### config.mk
export PLATFORM = sky130hd
export DESIGN_NAME = rsa_core_modmul
export DESIGN_NICKNAME = d
export VERILOG_FILES = /design/src/rtl/rsa_core_modmul.sv
export SDC_FILE = /design/constraint.sdc
export NUM_CORES = 1
export LEC_CHECK = 0
export CAP_MARGIN = 10
export CELL_PAD_IN_SITES_DETAIL_PLACEMENT = 1
export CELL_PAD_IN_SITES_GLOBAL_PLACEMENT = 1
export CORE_UTILIZATION = 49
export CTS_BUF_LIST = sky130_fd_sc_hd__clkbuf_8
export DETAILED_ROUTE_END_ITERATION = 10
export GPL_TIMING_DRIVEN = 0
export PLACE_DENSITY = 0.95
export SLEW_MARGIN = 20
export SYNTH_ARGS = -nofsm -noshare
export SYNTH_HDL_FRONTEND = slang
export SYNTH_SLANG_ARGS = --single-unit
### constraint.sdc
create_clock -name mod_clk -period 8.43 [get_ports mod_clk]
set_clock_uncertainty 0.1 [all_clocks]
set_input_delay 1.686 -clock mod_clk [delete_from_list [all_inputs] [get_ports mod_clk]]
set_output_delay 1.686 -clock mod_clk [all_outputs]
set_load 0.01 [all_outputs]
### src/rtl/rsa_core_modmul.sv
// Modular multiplier C = (X * Y) mod N using MSB-first interleaved double/add with per-step reduction.
// Optional build macro RSA_MODMUL_CYCLE_CNT_EN adds the 16-bit mod_cycles latency report port.
module rsa_core_modmul #(
   parameter int unsigned DATA_WIDTH = 8,
   parameter logic        START      = 1'b1
) (
   input  logic                  mod_clk,
   input  logic                  mod_rst,
   input  logic                  mod_start,
   input  logic [DATA_WIDTH-1:0] mod_x,
   input  logic [DATA_WIDTH-1:0] mod_y,
   input  logic [DATA_WIDTH-1:0] mod_n,
   output logic                  mod_busy,
   output logic                  mod_done,
   output logic                  mod_err,
   output logic [DATA_WIDTH-1:0] mod_c
`ifdef RSA_MODMUL_CYCLE_CNT_EN
   ,
   output logic [15:0]           mod_cycles
`endif
);

   localparam int unsigned W     = DATA_WIDTH;
   localparam int unsigned AW    = W + 1;
   localparam int unsigned TW    = W + 2;
   localparam int unsigned CNT_W = $clog2(W + 1);

   typedef enum logic [2:0] {
      S_IDLE   = 3'd0,
      S_CHECK  = 3'd1,
      S_DOUBLE = 3'd2,
      S_ADD    = 3'd3,
      S_DONE   = 3'd4,
      S_ERROR  = 3'd5
   } state_t;

   state_t state, state_nxt;

   logic [W-1:0]     x_reg, y_reg, n_reg;
   logic [W-1:0]     x_nxt, y_nxt, n_nxt;
   logic [AW-1:0]    acc, acc_nxt;
   logic [CNT_W-1:0] cnt, cnt_nxt;
   logic             busy_nxt, done_nxt, err_nxt;
   logic [W-1:0]     c_nxt;

`ifdef RSA_MODMUL_CYCLE_CNT_EN
   logic [15:0] cyc_cnt, cyc_cnt_nxt, cycles_nxt;
`endif

   logic          start_hit_c;
   logic          range_bad_c;
   logic [TW-1:0] n_ext_c, t_dbl_c, t_add_c;
   logic [AW-1:0] red_dbl_c, red_add_c;

   assign start_hit_c = (mod_start == START);
   assign range_bad_c = (n_reg == '0) || (x_reg >= n_reg) || (y_reg >= n_reg);

   // Both step results stay below 2N because acc < N holds between steps
   assign n_ext_c   = TW'(n_reg);
   assign t_dbl_c   = {1'b0, acc, 1'b0};
   assign t_add_c   = TW'(acc) + (y_reg[W-1] ? TW'(x_reg) : TW'(0));
   assign red_dbl_c = (t_dbl_c >= n_ext_c) ? AW'(t_dbl_c - n_ext_c) : AW'(t_dbl_c);
   assign red_add_c = (t_add_c >= n_ext_c) ? AW'(t_add_c - n_ext_c) : AW'(t_add_c);

   // State register
   always_ff @(posedge mod_clk or negedge mod_rst) begin
      if (!mod_rst) state <= S_IDLE;
      else          state <= state_nxt;
   end

   // Next-state logic
   always_comb begin
      state_nxt = state;
      case (state)
         S_IDLE:   if (start_hit_c) state_nxt = S_CHECK;
         S_CHECK:  state_nxt = range_bad_c ? S_ERROR : S_DOUBLE;
         S_DOUBLE: state_nxt = S_ADD;
         S_ADD:    state_nxt = (cnt == CNT_W'(1)) ? S_DONE : S_DOUBLE;
         S_DONE:   state_nxt = S_IDLE;
         S_ERROR:  state_nxt = S_IDLE;
         default:  state_nxt = S_IDLE;
      endcase
   end

   // Datapath and output next values
   always_comb begin
      x_nxt    = x_reg;
      y_nxt    = y_reg;
      n_nxt    = n_reg;
      acc_nxt  = acc;
      cnt_nxt  = cnt;
      busy_nxt = mod_busy;
      done_nxt = 1'b0;
      err_nxt  = 1'b0;
      c_nxt    = mod_c;
`ifdef RSA_MODMUL_CYCLE_CNT_EN
      cyc_cnt_nxt = mod_busy ? cyc_cnt + 16'd1 : cyc_cnt;
      cycles_nxt  = mod_cycles;
`endif
      case (state)
         S_IDLE: begin
            if (start_hit_c) begin
               x_nxt    = mod_x;
               y_nxt    = mod_y;
               n_nxt    = mod_n;
               acc_nxt  = '0;
               cnt_nxt  = CNT_W'(W);
               busy_nxt = 1'b1;
`ifdef RSA_MODMUL_CYCLE_CNT_EN
               cyc_cnt_nxt = 16'd0;
`endif
            end
         end
         S_DOUBLE: acc_nxt = red_dbl_c;
         S_ADD: begin
            acc_nxt = red_add_c;
            y_nxt   = {y_reg[W-2:0], 1'b0};
            cnt_nxt = cnt - CNT_W'(1);
         end
         S_DONE: begin
            c_nxt    = acc[W-1:0];
            done_nxt = 1'b1;
            busy_nxt = 1'b0;
`ifdef RSA_MODMUL_CYCLE_CNT_EN
            cycles_nxt = cyc_cnt + 16'd1;
`endif
         end
         S_ERROR: begin
            c_nxt    = '1;
            done_nxt = 1'b1;
            err_nxt  = 1'b1;
            busy_nxt = 1'b0;
`ifdef RSA_MODMUL_CYCLE_CNT_EN
            cycles_nxt = cyc_cnt + 16'd1;
`endif
         end
         default: ;
      endcase
   end

   // Datapath and output registers
   always_ff @(posedge mod_clk or negedge mod_rst) begin
      if (!mod_rst) begin
         x_reg    <= '0;
         y_reg    <= '0;
         n_reg    <= '0;
         acc      <= '0;
         cnt      <= '0;
         mod_busy <= 1'b0;
         mod_done <= 1'b0;
         mod_err  <= 1'b0;
         mod_c    <= '0;
`ifdef RSA_MODMUL_CYCLE_CNT_EN
         cyc_cnt    <= '0;
         mod_cycles <= '0;
`endif
      end else begin
         x_reg    <= x_nxt;
         y_reg    <= y_nxt;
         n_reg    <= n_nxt;
         acc      <= acc_nxt;
         cnt      <= cnt_nxt;
         mod_busy <= busy_nxt;
         mod_done <= done_nxt;
         mod_err  <= err_nxt;
         mod_c    <= c_nxt;
`ifdef RSA_MODMUL_CYCLE_CNT_EN
         cyc_cnt    <= cyc_cnt_nxt;
         mod_cycles <= cycles_nxt;
`endif
      end
   end

endmodule

# Word level (Yosys, flattened, before mapping)
# Cells that the tools add are included.
[word_totals]
romBits = 0
ff_bits = 51
memories = 0
output_inout_bits = 11
latch_bits = 0
ram_bits = 0
in_bits = 27
word_cells = 56
[op_classes]
mux = 18
n_addsub = 4
shifts = 0
reduce_logical = 13
mul = 0
magnitude_cmp = 4
eq_ne = 7
n_bitwise = 0
n_div = 0
[ops]
columns = ["cell", "n"]
rows = [
  ["$pmux 8 s2", 2],
  ["$mux 9", 3],
  ["$pmux 9 s3", 1],
  ["$ge 10x8->1", 2],
  ["$sub 9x8->9", 2],
  ["$ge 8x8->1", 2],
  ["$mux 8", 2],
  ["$pmux 3 s4", 1],
  ["$add 9x8->10", 1],
  ["$mux 3", 3],
  ["$logic_not 8->1", 1],
  ["$pmux 4 s2", 1],
  ["$reduce_and 2->1", 4],
  ["$eq 3x2->1 const B", 2],
  ["$eq 3x3->1 const B", 2],
  ["$reduce_bool 2->1", 3],
  ["$eq 4x1->1 const B", 1],
  ["$mux 4", 1],
  ["$sub 4x1->4 const B", 1],
  ["$eq 3x1->1 const B", 1],
  ["$logic_not 3->1", 1],
  ["$mux 1", 3],
  ["$reduce_bool 3->1", 1],
  ["$logic_or 1x1->1", 2],
  ["other kinds (3)", 3],
]

# Longest topological paths before layout
# Gate-level depths: netlist of run 1.
[logic_depth]
depth_word = 5
mapped_depth = 17
mapped_depth_nobuf = 16

# Worst setup path after synthesis of run 1
# Ideal clock, no wire load.
[synth_path]
path_type = "flip-flop to flip-flop"
startpoint = "reg y_reg[7]"
endpoint = "reg acc[8]"
path_buffers = 0
setup_slack_ps = 4694
arrival_time_ps = 3555
required_ps = 8249
setup_time_ps = 81
stages_incl_launch_ff = 17
period_less_slack_ps = 3736
cell_sequence = "dfrtp_1 and2_1 ha_1 inv_1 fa_1 nor2b_4 o31a_1 or2_1 a21oi_1 xnor2_1 ha_1 or2_2 a21o_1 o41a_1 or3_1 a311o_1 o211ai_2"
[synth_via]
elab_chain_cells = 5
word_cells_on_any_way = 6
classes_between = "2 x add/sub; 1 x order compare; 3 x mux"
[synth_rtl]
columns = ["element", "line", "rtl"]
rows = [
  ["from (decl)", "39", "logic [W-1:0] x_reg, y_reg, n_reg;"],
  ["from (signal assigned)", "159", "y_reg <= y_nxt;"],
  ["$mux 8 *", "61", "assign t_add_c = TW'(acc) + (y_reg[W-1] ? TW'(x_reg) : TW'(0));"],
  ["$add 9x8->10 *", "61", ""],
  ["$sub 9x8->9 or $ge 10x8->1 (tied branches)", "63", "assign red_add_c = (t_add_c >= n_ext_c) ? AW'(t_add_c - n_ext_c) : AW'(t_add_c);"],
  ["$mux 9 *", "63", ""],
  ["$pmux 9 s3 *", "100", "case (state)"],
  ["to (signal assigned)", "161", "acc <= acc_nxt;"],
  ["to (decl)", "41", "logic [AW-1:0] acc, acc_nxt;"],
]
# Every way passes the cells marked *; elsewhere a longest branch is shown, timed or not.
# A chain may end at the register's enable or synchronous reset.

# Worst setup path after layout of run 1
[layout_path]
startpoint = "reg y_reg[7]"
endpoint = "reg acc[3]"
# Same word-level chain as after synthesis.

==> results of run 1 <==
## layout make-up
class,count,area share (%)
well taps,99,2.89
plain buffers,15,1.52
multi-input cells,318,52.8
clock inverters,2,0.321
inverters,25,2.19
clock buffers,6,1.93
repair buffers,37,8.59
flip-flops and latches,51,29.8
## metal layers
| metal | vias up | global-route usage, % | part of all wire (%) |
|---|---|---|---|
| li1 | 1552 | - | - |
| met1 | 1652 | 37.1 | 40 |
| met2 | 110 | 56.6 | 51 |
| met3 | 33 | 4.38 | 4.7 |
| met4 | 0 | 14.1 | 3.6 |
| met5 | - | 0 | 0 |
## synth_stat cells, types with 5 or more instances
cell type,n,area share (%)
a21oi_1,22,3.0
a22oi_1,7,1.4
nor3_1,7,0.95
inv_1,25,2.5
nor2b_1,7,1.2
o221ai_1,7,1.7
ha_1,42,14
nand2b_1,5,0.85
o2111ai_1,5,1.2
a21o_1,6,1.2
xnor2_1,13,3.1
nand3_1,5,0.68
o21a_1,6,1.2
nand2_1,50,5.1
mux2i_1,7,1.9
nor2_1,29,2.9
o21ai_0,31,4.2
dfrtp_1,51,35
and2_1,8,1.4
mux2_2,8,2.4
clkbuf_1,12,1.2
## cell families (layout without fill, tap and decap cells)
| kind of cell | Yosys count | in the layout | synth area share [%] |
|---|---|---|---|
| adder cells (fa/ha/maj) | 45 | 45 | 15.8 |
| AO/OA/AOI/OAI | 108 | 108 | 19.5 |
| buffers and inverters | 40 | 85 | 4.30 |
| XOR/XNOR | 15 | 15 | 3.56 |
| multiplexers | 16 | 16 | 4.74 |
| flip-flops | 51 | 51 | 34.5 |
| AND/OR/NAND/NOR | 134 | 134 | 17.5 |
## worst reg2reg max path, cell delays in order (launching register included)
cell      delay [ns]
dfrtp_1         0.55
and2_1          0.22
ha_1            0.16
inv_1           0.05
fa_1            0.44
nor2b_4         0.15
o31a_1          0.23
or2_1           0.20
a21oi_1         0.10
xnor2_1         0.22
ha_1            0.31
or2_2           0.31
a21o_1          0.18
o41a_1          0.16
nand3b_1        0.21
buf_6           0.17
mux2i_1         0.22
o221ai_1        0.20
## path summary, 6_finish.rpt
path | slack (ns) | end
worst max register to register | 4.09 | acc[3]$_DFFE_PN0P_
worst min register to register | 0.39 | mod_c[3]$_DFFE_PN0N_
worst min-delay path | 0.39 | mod_c[3]$_DFFE_PN0N_
min in group asynchronous | 1.29 | cnt[2]$_DFFE_PN0P_
max in group asynchronous | 6.48 | x_reg[5]$_DFFE_PN0P_
worst max-delay path | 4.09 | acc[3]$_DFFE_PN0P_
## metrics by stage
stage                     util, %  cell area, sq um  worst slack (ns)
after floorplan                 -              3690              4.69
after global placement       57.8              4190              4.11
after detailed placement     57.7              4190              4.25
after CTS                    59.0              4280              4.13
after global routing         59.0              4280              3.87
final                        59.0              4280              4.09
==> flow_summary.toml, run 1 <==
[worst_setup_path]
reg2reg_depth = 17
cp.buffers_inverters = 2
cp_cell_sequence = "and2_1 -> ha_1 -> inv_1 -> fa_1 -> nor2b_4 -> o31a_1 -> or2_1 -> a21oi_1 -> xnor2_1 -> ha_1 -> or2_2 -> a21o_1 -> o41a_1 -> nand3b_1 -> buf_6 -> mux2i_1 -> o221ai_1"
critPathKind = "reg2reg"
cp.depth = 17
required_ns = 8.48
r2r_start = "y_reg[7]$_DFFE_PN0P_"
crit_arrival_ns = 4.39
path_common_cell = "ha_1"
max_stage_delay_ns = 0.55
start_kind = "flop"
startpoint = "y_reg[7]$_DFFE_PN0P_"
cp_top_family = "simple AND/OR/NAND/NOR gates"
worst_path_max_delay_cell = "dfrtp_1"
worstSetupEndpointType = "flop"
worstPathMaxFanout = 10

[global_routing]
grt_pass1_vias = 3640
grt_overflow_total = 0
grt.total_usage_pct = 31.4
grt_pass1_wl_mm = 18.3
grt_antenna_before_repair = 0
grt_max_degree = 52

[timing]
setup_violations = 0
slew_violations = 0
maxClockFrequency_mhz = 230
slew_headroom_pct = 34.7
period_needed_ns = 4.34
worst_slew_pin_slew_ns = 0.978
grt_setup_unrepaired = "no"
hold_viol_final = 0
setup_tns_ns = 0
fin_hold_ws_ns = 0.390
fin_crit_sh_pct = 51.5

[clock_tree]
cts_setup_buffers = 0
clk_pin_slew_ns = 0.10
cts.sinks = 51
clk_latency_ns = 0.32
htree_num_levels = 2
numCtsBuffers = 5
hold_buffers = 0
root_buffer = "clkbuf_8"
cts_max_path_buffers = 2
postCtsResizedCells = 0
cts_tree = "done"

[routing]
vias = 3347
drtIter0Drc = 224
vias_per_cell = 6.05
routed_wl_mm = 11.1
drt_pre_antenna_iters = 4
wl_per_cell_um = 20.0
ant_nets = 0
drcViolationCount = 0

[layout]
drive_above_1_share_pct = 5.51
areaGrowthSynthToFinish_pct = 15.9
fillers = 863
layout_common_cells = "dfrtp_1, nand2_1, ha_1"
top_register = "acc"
multi_input_area_sq_um = 2260
nets = 525
regArea_sq_um = 1280
largest_reg_flops = 9
diodes = 0
instances_no_fill = 553
layout_commonest_cell = "dfrtp_1"

[min_path]
hold_depth = 2
min_path_type = "reg2reg"
min_from = "mod_c[3]$_DFFE_PN0N_"

[logic_synthesis]
syn_inst = 409
yosys_warnings = 0
ys_ff_latch = 51
async_flop_share_pct = 100
syn-num-nets = 481
yosysSeqAreaShare_pct = 34.5
syn_area_sq_um = 3690
yosysUniqueCellTypes = 58
yosys_most_used_dff = "dfrtp_1"
avgSynthCellArea_sq_um = 9.03
synth_enable_flop_cells = 0

[die]
ioPinCount = 38
die_height_um = 88.8
core-area_sq_um = 7250
die_w_um = 88.8
die_area_sq_um = 7890
rows = 31
start_util_pct = 50.9

[placement]
port_buffers = 37
place_inst = 545
gpl.final_weighted_congestion = 0.899
dpl.hpwl_mm = 8.40

[outcome]
status = "finished clean"

[job]
cap_violations = 0
Power of run 1 is left out: the tool's default activity adds up to more than one toggle a clock period on the data nets, which glitch-free logic cannot reach.
==> run 2, diff against run 1 <==
--- a/config.mk
+++ b/config.mk
@@ -8,11 +8,11 @@
 export CAP_MARGIN = 10
 export CELL_PAD_IN_SITES_DETAIL_PLACEMENT = 1
 export CELL_PAD_IN_SITES_GLOBAL_PLACEMENT = 1
-export CORE_UTILIZATION = 49
+export CORE_UTILIZATION = 45
 export CTS_BUF_LIST = sky130_fd_sc_hd__clkbuf_8
 export DETAILED_ROUTE_END_ITERATION = 10
 export GPL_TIMING_DRIVEN = 0
-export PLACE_DENSITY = 0.95
+export PLACE_DENSITY = 0.91
 export SLEW_MARGIN = 20
 export SYNTH_ARGS = -nofsm -noshare
 export SYNTH_HDL_FRONTEND = slang
==> constraint.sdc (replaced) <==
create_clock -name mod_clk -period 4.4 [get_ports mod_clk]
set_clock_uncertainty 0.1 [all_clocks]
set_input_delay 0.88 -clock mod_clk [delete_from_list [all_inputs] [get_ports mod_clk]]
set_output_delay 0.88 -clock mod_clk [all_outputs]
set_load 0.01 [all_outputs]
==> flow_summary.toml, run 2 (same netlist as run 1, synthesis figures left out) <==
[timing]
hold_viol_final = 0
period_needed_ns = 4.18
maxClockFrequency_mhz = 239
slew_headroom_pct = 48.4
grt_setup_unrepaired = "no"
fin_hold_ws_ns = 0.393
setup_tns_ns = 0
setup_violations = 0
fin_crit_sh_pct = 95.0
worst_slew_pin_slew_ns = 0.771
slew_violations = 0
timing.final.ws_setup_ns = 0.219

[clock_tree]
hold_buffers = 0
htree_num_levels = 2
postCtsResizedCells = 0
cts_setup_buffers = 0
cts_max_path_buffers = 2
cts_tree = "done"
clk_latency_ns = 0.32
root_buffer = "clkbuf_8"
clk_pin_slew_ns = 0.10
numCtsBuffers = 5
cts.sinks = 51

[min_path]
min_path_type = "reg2reg"

[global_routing]
grt_antenna_before_repair = 0
grt.total_usage_pct = 26.4
grt_pass1_vias = 3534
grt_pass1_wl_mm = 17.4
grt_max_degree = 52
grt_overflow_total = 0

[worst_setup_path]
cp.buffers_inverters = 2
crit_arrival_ns = 4.31
worstSetupEndpointType = "flop"
cp_top_family = "simple AND/OR/NAND/NOR gates"
start_kind = "flop"
max_stage_delay_ns = 0.50
worstPathMaxFanout = 10
path_common_cell = "ha_1"
worst_path_max_delay_cell = "dfrtp_2"
required_ns = 4.53
cp_cell_sequence = "and2_1 -> ha_1 -> inv_1 -> fa_1 -> nor2b_4 -> o31a_1 -> or2_1 -> a21oi_1 -> xnor2_1 -> ha_1 -> or2_2 -> a21o_1 -> o41a_1 -> nand3b_1 -> buf_6 -> mux2_4 -> o221ai_1"
critPathKind = "reg2reg"

[placement]
place_inst = 548
post-place-ws_ns = 0.284
port_buffers = 37
gpl.final_weighted_congestion = 0.893
dpl.hpwl_mm = 8.31

[routing]
routed_wl_mm = 10.7
vias = 3299
wl_per_cell_um = 19.3
drtIter0Drc = 178
drt_pre_antenna_iters = 4
drcViolationCount = 0
vias_per_cell = 5.94
ant_nets = 0

[die]
core-area_sq_um = 7850
die_area_sq_um = 8580
rows = 32
start_util_pct = 47.1
ioPinCount = 38
die_w_um = 92.6
die_height_um = 92.6

[outcome]
status = "finished clean"

[layout]
drive_above_1_share_pct = 5.52
instances_no_fill = 555
nets = 525
largest_reg_flops = 9
top_register = "acc"
areaGrowthSynthToFinish_pct = 15.7
fillers = 966
layout_common_cells = "nand2_1, dfrtp_1, ha_1"
diodes = 0

[job]
cap_violations = 0
## run 2: changes by cell type in the layout (fill, tap and decap cells not counted), sizes merged
cell    before  now
clkinv       1    2
clkbuf      18   17
inv         26   25
## run 2: final cells by class
cell class | instances | area [sq um] | area share (%)
sequential | 51 | 1280 | 29.9
clock inverter | 2 | 13.8 | 0.322
buffer | 15 | 65.1 | 1.52
inverter | 25 | 93.8 | 2.20
timing repair buffer | 37 | 368 | 8.61
multi-input combinational | 318 | 2260 | 52.9
clock buffer | 5 | 68.8 | 1.61
tap | 102 | 128 | 2.99
## run 2: worst register-to-register path, cell delays in order (launching register included)
cell      delay [ns]
dfrtp_2         0.50
and2_1          0.18
ha_1            0.20
inv_1           0.08
fa_1            0.25
nor2b_4         0.06
o31a_1          0.28
or2_1           0.26
a21oi_1         0.21
xnor2_1         0.17
ha_1            0.30
or2_2           0.30
a21o_1          0.18
o41a_1          0.18
nand3b_1        0.22
buf_6           0.17
mux2_4          0.31
o221ai_1        0.16
## run 2: metal layers
layer	up-vias	global-route usage, %	part of all wire, %
li1	1552	-	-
met4	0	10.1	3.1
met5	-	0	0
met3	28	3.37	4.0
met1	1638	32.3	43
met2	81	46.9	50
## run 2: path summary, 6_finish.rpt
check	start	to	slack (ns)	depth (start not counted)
min in group asynchronous	mod_rst	y_reg[3]$_DFFE_PN0P_	0.48	1
worst min register to register	mod_c[7]$_DFFE_PN0N_	mod_c[7]$_DFFE_PN0N_	0.39	2
worst max-delay path	y_reg[7]$_DFFE_PN0P_	acc[1]$_DFFE_PN0P_	0.22	17
worst max register to register	y_reg[7]$_DFFE_PN0P_	acc[1]$_DFFE_PN0P_	0.22	17
worst min-delay path	mod_c[7]$_DFFE_PN0N_	mod_c[7]$_DFFE_PN0N_	0.39	2
max in group asynchronous	mod_rst	y_reg[7]$_DFFE_PN0P_	3.24	1
## run 2: through the flow
stage / util, % / cell area [sq um]
global placement: 53.4 / 4190
floorplan: - / 3690
CTS: 54.4 / 4270
finish: 54.5 / 4270
detailed placement: 53.4 / 4190
global route: 54.5 / 4270
Power of run 2 is left out for the same reason.
